==> src/rtl/traffic_light_seq.sv <==
// Traffic-light sequencer for NUM_DIR approaches: ALLRED -> GREEN -> YELLOW rotation,
// priority-request green truncation, night-mode flashing yellow and a tick countdown.
module traffic_light_seq #(
  parameter int unsigned NUM_DIR       = 2,
  parameter int unsigned TICK_DIV      = 125000000,
  parameter int unsigned GREEN_SEC     = 10,
  parameter int unsigned YELLOW_SEC    = 3,
  parameter int unsigned ALLRED_SEC    = 1,
  parameter int unsigned MIN_GREEN_SEC = 2,
  parameter int unsigned CNT_W         = 8
) (
  input  logic                       clk_125M,
  input  logic                       rst,
  input  logic                       key_valid,
  input  logic [$clog2(NUM_DIR)-1:0] key_value,
  input  logic                       night_mode,
  output logic [NUM_DIR-1:0]         red,
  output logic [NUM_DIR-1:0]         yellow,
  output logic [NUM_DIR-1:0]         green,
  output logic [$clog2(NUM_DIR)-1:0] active_dir,
  output logic [CNT_W-1:0]           sec_remaining,
  output logic                       phase_change
);

  localparam int unsigned DW = $clog2(NUM_DIR);
  localparam int unsigned PW = $clog2(TICK_DIV);

  typedef enum logic [1:0] {
    S_ALLRED,
    S_GREEN,
    S_YELLOW,
    S_FLASH
  } state_t;

  state_t             state_q, state_d;
  logic [PW-1:0]      presc_q;
  logic               tick;
  logic [DW-1:0]      dir_d;
  logic [CNT_W-1:0]   sec_d;
  logic               pending_q, pending_d;
  logic               flash_q, flash_d;
  logic               pc_d;
  logic               key_in_range;
  logic               req_ok;
  logic               pending_eff;
  logic [NUM_DIR-1:0] dir_mask;
  logic [NUM_DIR-1:0] red_d, yellow_d, green_d;

  // Prescaler: tick is high for the single cycle the count sits at TICK_DIV-1.
  assign tick = (presc_q == PW'(TICK_DIV - 1));

  always_ff @(posedge clk_125M or posedge rst) begin
    if (rst) begin
      presc_q <= '0;
    end else if (tick) begin
      presc_q <= '0;
    end else begin
      presc_q <= presc_q + PW'(1);
    end
  end

  if ((1 << DW) == NUM_DIR) begin : g_key_pow2
    assign key_in_range = 1'b1;
  end else begin : g_key_npow2
    assign key_in_range = (key_value <= DW'(NUM_DIR - 1));
  end

  assign req_ok = key_valid && key_in_range && (key_value != active_dir)
                  && (state_q != S_FLASH);

  // A request is honoured in the cycle it arrives, so truncation lands one edge later.
  assign pending_eff = pending_q | req_ok;

  always_comb begin
    state_d   = state_q;
    dir_d     = active_dir;
    sec_d     = sec_remaining;
    pending_d = pending_eff;
    flash_d   = flash_q;
    pc_d      = 1'b0;

    if (tick) begin
      if (night_mode) begin
        pending_d = 1'b0;
        if (state_q != S_FLASH) begin
          state_d = S_FLASH;
          sec_d   = '0;
          flash_d = 1'b1;
          pc_d    = 1'b1;
        end else begin
          flash_d = ~flash_q;
        end
      end else if (state_q == S_FLASH) begin
        state_d   = S_ALLRED;
        sec_d     = CNT_W'(ALLRED_SEC);
        flash_d   = 1'b0;
        pending_d = 1'b0;
        pc_d      = 1'b1;
      end else if (sec_remaining > CNT_W'(1)) begin
        sec_d = sec_remaining - CNT_W'(1);
      end else begin
        pc_d = 1'b1;
        unique case (state_q)
          S_ALLRED: begin
            state_d   = S_GREEN;
            dir_d     = (active_dir == DW'(NUM_DIR - 1)) ? '0 : active_dir + DW'(1);
            sec_d     = CNT_W'(GREEN_SEC);
            pending_d = 1'b0;
          end
          S_GREEN: begin
            state_d = S_YELLOW;
            sec_d   = CNT_W'(YELLOW_SEC);
          end
          S_YELLOW: begin
            state_d = S_ALLRED;
            sec_d   = CNT_W'(ALLRED_SEC);
          end
          default: begin
            state_d = S_ALLRED;
            sec_d   = CNT_W'(ALLRED_SEC);
          end
        endcase
      end
    end else if ((state_q == S_GREEN) && pending_eff
                 && (sec_remaining > CNT_W'(MIN_GREEN_SEC))) begin
      sec_d = CNT_W'(MIN_GREEN_SEC);
    end
  end

  // Lamps are decoded from the next state so they register alongside it.
  always_comb begin
    dir_mask = {{(NUM_DIR-1){1'b0}}, 1'b1} << dir_d;
    red_d    = '1;
    yellow_d = '0;
    green_d  = '0;
    unique case (state_d)
      S_GREEN: begin
        red_d   = ~dir_mask;
        green_d = dir_mask;
      end
      S_YELLOW: begin
        red_d    = ~dir_mask;
        yellow_d = dir_mask;
      end
      S_FLASH: begin
        red_d    = '0;
        yellow_d = {NUM_DIR{flash_d}};
      end
      default: ;
    endcase
  end

  always_ff @(posedge clk_125M or posedge rst) begin
    if (rst) begin
      state_q       <= S_ALLRED;
      active_dir    <= DW'(NUM_DIR - 1);
      sec_remaining <= CNT_W'(ALLRED_SEC);
      pending_q     <= 1'b0;
      flash_q       <= 1'b0;
      red           <= '1;
      yellow        <= '0;
      green         <= '0;
      phase_change  <= 1'b0;
    end else begin
      state_q       <= state_d;
      active_dir    <= dir_d;
      sec_remaining <= sec_d;
      pending_q     <= pending_d;
      flash_q       <= flash_d;
      red           <= red_d;
      yellow        <= yellow_d;
      green         <= green_d;
      phase_change  <= pc_d;
    end
  end

endmodule
==> config.mk <==
export PLATFORM = sky130hd
export DESIGN_NAME = traffic_light_seq
export DESIGN_NICKNAME = d
export VERILOG_FILES = /design/src/rtl/traffic_light_seq.sv
export SDC_FILE = /design/constraint.sdc
export NUM_CORES = 1
export LEC_CHECK = 0
export ABC_AREA = 1
export BUFFER_PORTS_ARGS = -buffer_cell sky130_fd_sc_hd__buf_2
export CAP_MARGIN = 20
export CORE_AREA = 5 5 91 93
export CTS_CLUSTER_SIZE = 24
export DETAILED_ROUTE_END_ITERATION = 8
export DIE_AREA = 0 0 96 98
export PLACE_DENSITY_LB_ADDON = 0.2
export SETUP_SLACK_MARGIN = 0.2
export SLEW_MARGIN = 20
export SYNTH_ARGS = -nofsm -noshare
export SYNTH_HDL_FRONTEND = slang
export SYNTH_SLANG_ARGS = --single-unit
==> constraint.sdc <==
create_clock -name clk_125M -period 5.2 [get_ports clk_125M]
set_input_delay 1.04 -clock clk_125M [delete_from_list [all_inputs] [get_ports clk_125M]]
set_output_delay 1.04 -clock clk_125M [all_outputs]
set_load 0.02 [all_outputs]
=== After elaboration in Yosys (flattened, before gate mapping) ===
Cells that the tools add are included.

* Register bits: 47
* Output and inout port bits: 16
* Logic and storage cells: 73

* Add/sub/neg operators: 3
* Magnitude comparators: 2
* Equality and inequality tests: 9
* Shifts and indexed selects: 1
* Multiplexer cells: 37
* Bitwise logic cells: 3
* Reductions and logical operators: 8

{| class="wikitable"
|+ Operators with widths
! operator !! number
|-
| $mux 8 || 6
|-
| $add 27x1->27 const B || 1
|-
| $eq 27x27->1 const B || 1
|-
| $mux 27 || 1
|-
| $mux 1 || 20
|-
| $mux 2 || 6
|-
| $pmux 2 s2 || 3
|-
| $gt 8x1->1 const B || 1
|-
| $gt 8x2->1 const B || 1
|-
| $pmux 4 s2 || 1
|-
| $sub 8x1->8 const B || 1
|-
| $eq 2x2->1 const B || 3
|-
| $eq 2x1->1 const B || 2
|-
| $logic_and 1x1->1 || 4
|-
| $ne 3x2->1 const B || 1
|-
| $logic_not 2->1 || 1
|-
| $ne 2x2->1 const B || 1
|-
| $not 2->2 || 1
|-
| $reduce_and 2->1 || 1
|-
| $reduce_bool 2->1 || 1
|-
| $reduce_or 2->1 || 1
|-
| $shl 1x1->2 const A || 1
|-
| $add 1x1->1 const B || 1
|-
| $ne 1x1->1 || 1
|-
| 2 further kinds || 2
|}

=== Longest topological paths before layout ===
* Depth in word-level cells: 10
* Gate-level depth with buffers: 16
* Gate-level depth less buffers: 16

=== Worst setup path before layout ===
No wires, ideal clock.

* Path type: register -> register
* Start: register sec_remaining[1]
* End: register red[0]
* Setup time: 61 ps
* Arrival time: 2,210 ps
* Data required time: 5,139 ps
* Slack: 2,929 ps
* Stages on the path, launching flop included: 16
* Path buffers: 0
* Clock period less this slack: 2,271 ps
* Cells stage by stage: dfrtp_1 inv_1 ha_1 inv_1 nand2_1 nand4_4 nor2_2 inv_1 nand2_1 nand2_1 nand2_1 inv_1 ha_1 inv_1 or2_2 nand2_1

* Cells in the longest elaborated chain, start to end: 8
* Elaborated cells between the ends (all ways): 16
* Those cells by class: order compare: 1; eq/ne: 3; shift: 1; mux: 9; bitwise: 1; reduce/logical: 1

{| class="wikitable"
|+ Ends and longest elaborated chain
! element !! RTL line !! text
|-
| from (decl) || 21 || <nowiki>output logic [CNT_W-1:0] sec_remaining,</nowiki>
|-
| from (signal assigned) || 157 || <nowiki>sec_remaining <= CNT_W'(ALLRED_SEC);</nowiki>
|-
| $gt 8x1->1 (*) || 99 || <nowiki>end else if (sec_remaining > CNT_W'(1)) begin</nowiki>
|-
| $mux 2 (*) || 99 ||
|-
| $mux 2 (*) || 93 || <nowiki>end else if (state_q == S_FLASH) begin</nowiki>
|-
| $mux 2 (*) || 83 || <nowiki>if (night_mode) begin</nowiki>
|-
| $mux 2 (*) || 82 || <nowiki>if (tick) begin</nowiki>
|-
| named net state_d[0] || 35 || <nowiki>state_t state_q, state_d;</nowiki>
|-
| $eq 2x1->1 / $eq 2x2->1 (equally long branches) || 136 || <nowiki>unique case (state_d)</nowiki>
|-
| $reduce_or 2->1 (no source line) || n/a ||
|-
| $pmux 2 s2 (*) || 136 ||
|-
| named net red_d[0] || 47 || <nowiki>logic [NUM_DIR-1:0] red_d, yellow_d, green_d;</nowiki>
|-
| to (signal assigned) || 170 || <nowiki>red <= red_d;</nowiki>
|-
| to (decl) || 17 || <nowiki>output logic [NUM_DIR-1:0] red,</nowiki>
|}

Mark *: on every way through the listed nets, which the timed path passes. The rest lies on a longest branch.
A chain may end at the register's enable or synchronous reset.

=== Final worst setup path ===
* Start: register presc_q[0]
* End: register red[1]

* Cells in the longest elaborated chain, start to end: 5
* Elaborated cells between the ends (all ways): 10
* Those cells by class: eq/ne: 4; shift: 1; mux: 3; bitwise: 1; reduce/logical: 1

{| class="wikitable"
|+ Ends and longest elaborated chain
! element !! RTL line !! text
|-
| from (decl) || 36 || <nowiki>logic [PW-1:0] presc_q;</nowiki>
|-
| from (signal assigned) || 58 || <nowiki>presc_q <= presc_q + PW'(1);</nowiki>
|-
| $eq 27x27->1 (*) || 50 || <nowiki>assign tick = (presc_q == PW'(TICK_DIV - 1));</nowiki>
|-
| $mux 2 (*) || 82 ||
|-
| named net state_d[1] || 35 ||
|-
| $eq 2x1->1 / $eq 2x2->1 (equally long branches) || 136 ||
|-
| $reduce_or 2->1 (no source line) || n/a ||
|-
| $pmux 2 s2 (*) || 136 ||
|-
| named net red_d[1] || 47 ||
|}

Marks and branches as above.

==> flow_metrics.py <==
metrics = {
    "yosys": {
        "ys_seq_area_share_pct": 41.2,
        "synthCells": 379,
        "synth_area_leader_cell": "dfrtp_1",
        "netlist_top_cells_area": "dfrtp_1 (38%), nand2_1 (11%), inv_1 (7.5%)",
        "synth.distinct_cells": 33,
        "syn_avg_cell_area_um2": 7.56,
        "synth_top_area_share_pct": 37.5,
        "synth_seq_cells": 47,
        "synth_nets": 391,
        "syn-cell-area_um2": 2870,
        "ys_warn_count": 0,
    },
    "power": {
        "seqPwrFrac_pct": 56.1,
        "switching_share_pct": 21.6,
        "pwr-share-comb_pct": 1.8,
        "powerDensity_nw_per_um2": 203,
        "clockPowerShare_pct": 42.1,
        "internal_power_w": 0.000511,
        "peakVddDrop_mv": 0.0871,
        "p_leak_nw": 1.71,
        "p_switching_w": 0.000140,
    },
    "floorplanning": {
        "start_util_pct": 38.5,
        "core_um2": 7450,
        "die_height_um": 98,
        "std_cell_rows": 32,
        "die-area_um2": 9410,
        "die_width_um": 96,
        "ios": 21,
    },
    "drt": {
        "route.detailed.drc": 0,
        "first_pass_iters": 4,
        "routed-via-count": 2460,
        "drt_iter0_drc": 147,
        "vias_per_cell": 4.83,
        "wirelength_um": 6670,
        "detail-route-antenna-nets": 0,
        "wl_per_cell_um": 13.1,
    },
    "worst_setup_path": {
        "critPathKind": "flip-flop to flip-flop",
        "cp_top_family": "simple AND/OR/NAND/NOR gates",
        "max_stage_delay_ns": 0.41,
        "path_max_fanout": 6,
        "cp_slowest_cell": "dfrtp_1",
        "path_cells": "ha_1 > nand3_4 > nor2_8 > inv_1 > nor2_2 > nand2_1 > nor2_1 > nand2_1 > o21ai_2 > inv_1 > ha_1 > inv_1 > or2_2 > nand2_1",
        "cp_data_required_time_ns": 5.45,
        "start_kind": "flip-flop",
        "critical_path_buf_inv_count": 3,
        "worstSetupEndpointType": "flip-flop",
        "cp.arrival_ns": 2.79,
    },
    "cts": {
        "cts_root_buf": "clkbuf_8",
        "cts_setup_buffers": 0,
        "h-tree-depth": 2,
        "cts_tree": "done",
        "numCtsBuffers": 5,
        "path_clk_slew_ns": 0.09,
        "hold_buffers": 0,
        "post_cts_resized": 0,
        "clock_path_buffers": 2,
        "clock_sinks": 47,
        "clk_latency_ns": 0.30,
    },
    "sta": {
        "hold_slack_ns": 0.504,
        "final.setup.tns_ns": 0,
        "slew-limit-headroom_pct": 45.0,
        "max_slew.worst_pin.slew_ns": 0.825,
        "drv_slew": 0,
        "fmax_mhz": 393,
        "clock_skew_ns": 0.00901,
        "period_share_pct": 48.9,
        "fin_ws_ns": 2.66,
        "finalCriticalPeriod_ns": 2.54,
        "finalSetupViolCount": 0,
        "rsz0062_at_grt": "no",
        "hold_viol": 0,
    },
    "finish": {
        "layout-drive-gt1-share_pct": 14.3,
        "area_growth_pct": 11.9,
        "fin_nets": 418,
        "diodes": 0,
        "fill_cells": 793,
        "design_area_um2": 3210,
        "register_area_um2": 1180,
        "multi_input_comb_area_um2": 1460,
    },
    "placement": {
        "dpl_cell_area_um2": 3090,
        "dp_hpwl_um": 5050,
        "pre_cts_slack_ns": 2.65,
        "gp_congestion": 0.943,
        "io_buffers": 20,
    },
    "global_routing": {
        "grt_pass1_wl_um": 11700,
        "grt_max_degree": 48,
        "grt_overflow": 0,
        "grt_pass1_vias": 2491,
        "antenna_found_initial": 0,
        "grtUsageTotal_pct": 15.5,
    },
    "run": {
        "cap_violations": 0,
    },
    "status": {
        "outcome": "finished clean",
    },
    "worst_hold_path": {
        "hp-class": "flip-flop to flip-flop",
    },
}
==> synthesized netlist by cell type <==
| cell | count |
|---|---|
| nand2_1 | 84 |
| inv_1 | 57 |
| nor2_1 | 57 |
| dfrtp_1 | 43 |
| nand3_1 | 31 |
| xor2_1 | 18 |
| nand4_1 | 13 |
| a21oi_1 | 11 |
| o21ai_0 | 10 |
| nor3_1 | 9 |
| ha_1 | 7 |
| nand2_2 | 5 |
| nor2_2 | 5 |
| dfstp_2 | 4 |
| inv_2 | 2 |
| nand2_4 | 2 |
| nand3_4 | 2 |
| nor2_8 | 2 |
| o21ai_1 | 2 |
| xnor2_1 | 2 |
| a21boi_0 | 1 |
| clkinv_1 | 1 |
| clkinv_2 | 1 |
| nand2b_1 | 1 |
| nand3b_1 | 1 |
| nand4_2 | 1 |
| nand4_4 | 1 |
| nor3_2 | 1 |
| nor3b_1 | 1 |
| nor4_1 | 1 |
| o211ai_2 | 1 |
| o21ai_2 | 1 |
| or2_2 | 1 |
==> path summary, 6_finish.rpt <==
path | start | slack (ns) | cells after the start | to
min in group asynchronous | rst | 0.84 | 2 | state_q[1]$_DFF_PP0_
min reg2reg | sec_remaining[0]$_DFFE_PP1P_ | 0.50 | 2 | sec_remaining[0]$_DFFE_PP1P_
max | presc_q[0]$_DFF_PP0_ | 2.66 | 14 | red[1]$_DFF_PP1_
max in group asynchronous | rst | 3.84 | 2 | presc_q[25]$_DFF_PP0_
min | sec_remaining[0]$_DFFE_PP1P_ | 0.50 | 2 | sec_remaining[0]$_DFFE_PP1P_
max reg2reg | presc_q[0]$_DFF_PP0_ | 2.66 | 14 | red[1]$_DFF_PP1_
==> state kept, by name (all words and copies together), names as in the netlist <==
register       cells
flash_q            1
green              2
presc_q           27
sec_remaining      8
yellow             2
pending_q          1
phase_change       1
active_dir         1
state_q            2
red                2
==> power by group through the flow <==
| stage | sequential, W | combinational, W | clock [W] |
|---|---|---|---|
| after global placement | 0.000372 | 0.0000122 | 0 |
| after floorplan | 0.000372 | 0.00000748 | 0 |
| final | 0.000365 | 0.0000116 | 0.000274 |
| after global routing | 0.000365 | 0.0000141 | 0.000299 |
| after detailed placement | 0.000372 | 0.0000124 | 0 |
| after CTS | 0.000365 | 0.0000124 | 0.000282 |
==> cells by family after synthesis <==
kind of cell	synth area share (%)
and+or+nand+nor	36.6
buffers and inverters	8.03
DFF	41.2
AOI/OAI and AO/OA	5.02
xor gates and xnor gates	6.11
adders and majority gates	3.06
==> per-layer routing <==
metal | vias to the layer above | share of wire, % | GRT usage (%)
met5 | - | 0 | 0
met2 | 44 | 49 | 25.9
li1 | 1252 | - | -
met1 | 1149 | 45 | 19.7
met3 | 15 | 3.2 | 2.77
met4 | 0 | 2.6 | 5.80
==> per-stage QoR <==
step | cells | util, % | total power (W)
after floorplan | 379 | - | 0.000380
after global placement | 501 | 41.5 | 0.000385
after detailed placement | 501 | 41.5 | 0.000385
after CTS | 509 | 43.1 | 0.000660
after global routing | 509 | 43.1 | 0.000678
final | 509 | 43.1 | 0.000651
==> worst min-delay path, stage by stage (launching register included) <==
cell,delay [ns]
dfstp_2,0.39
nand3_1,0.07
nand2_1,0.05
==> layout by cell type, fill, tap and decap left out, types with 2 or more instances in the layout <==
| master | count |
|---|---|
| nand2_4 | 2 |
| xnor2_1 | 2 |
| buf_2 | 20 |
| o21ai_0 | 10 |
| nor3_1 | 9 |
| ha_1 | 7 |
| nand3_4 | 2 |
| clkbuf_8 | 5 |
| xor2_1 | 18 |
| nor2_8 | 2 |
| clkinv_2 | 3 |
| nand2_1 | 84 |
| nand3_1 | 31 |
| nand4_1 | 13 |
| nor2_1 | 57 |
| a21oi_1 | 11 |
| nor2_2 | 5 |
| inv_2 | 2 |
| dfrtp_1 | 43 |
| inv_1 | 56 |
| dfstp_2 | 4 |
| nand2_2 | 5 |
| o21ai_1 | 2 |
==> area by class of cell <==
class	instances	share of cell area (%)
Tap cell	102	3.98
Clock buffer	5	2.15
Sequential cell	47	36.8
Inverter	61	7.22
Multi-Input combinational cell	271	45.4
Clock inverter	3	1.37
Timing Repair Buffer	20	3.12
Note: power is estimated with default switching activity, not from simulation.
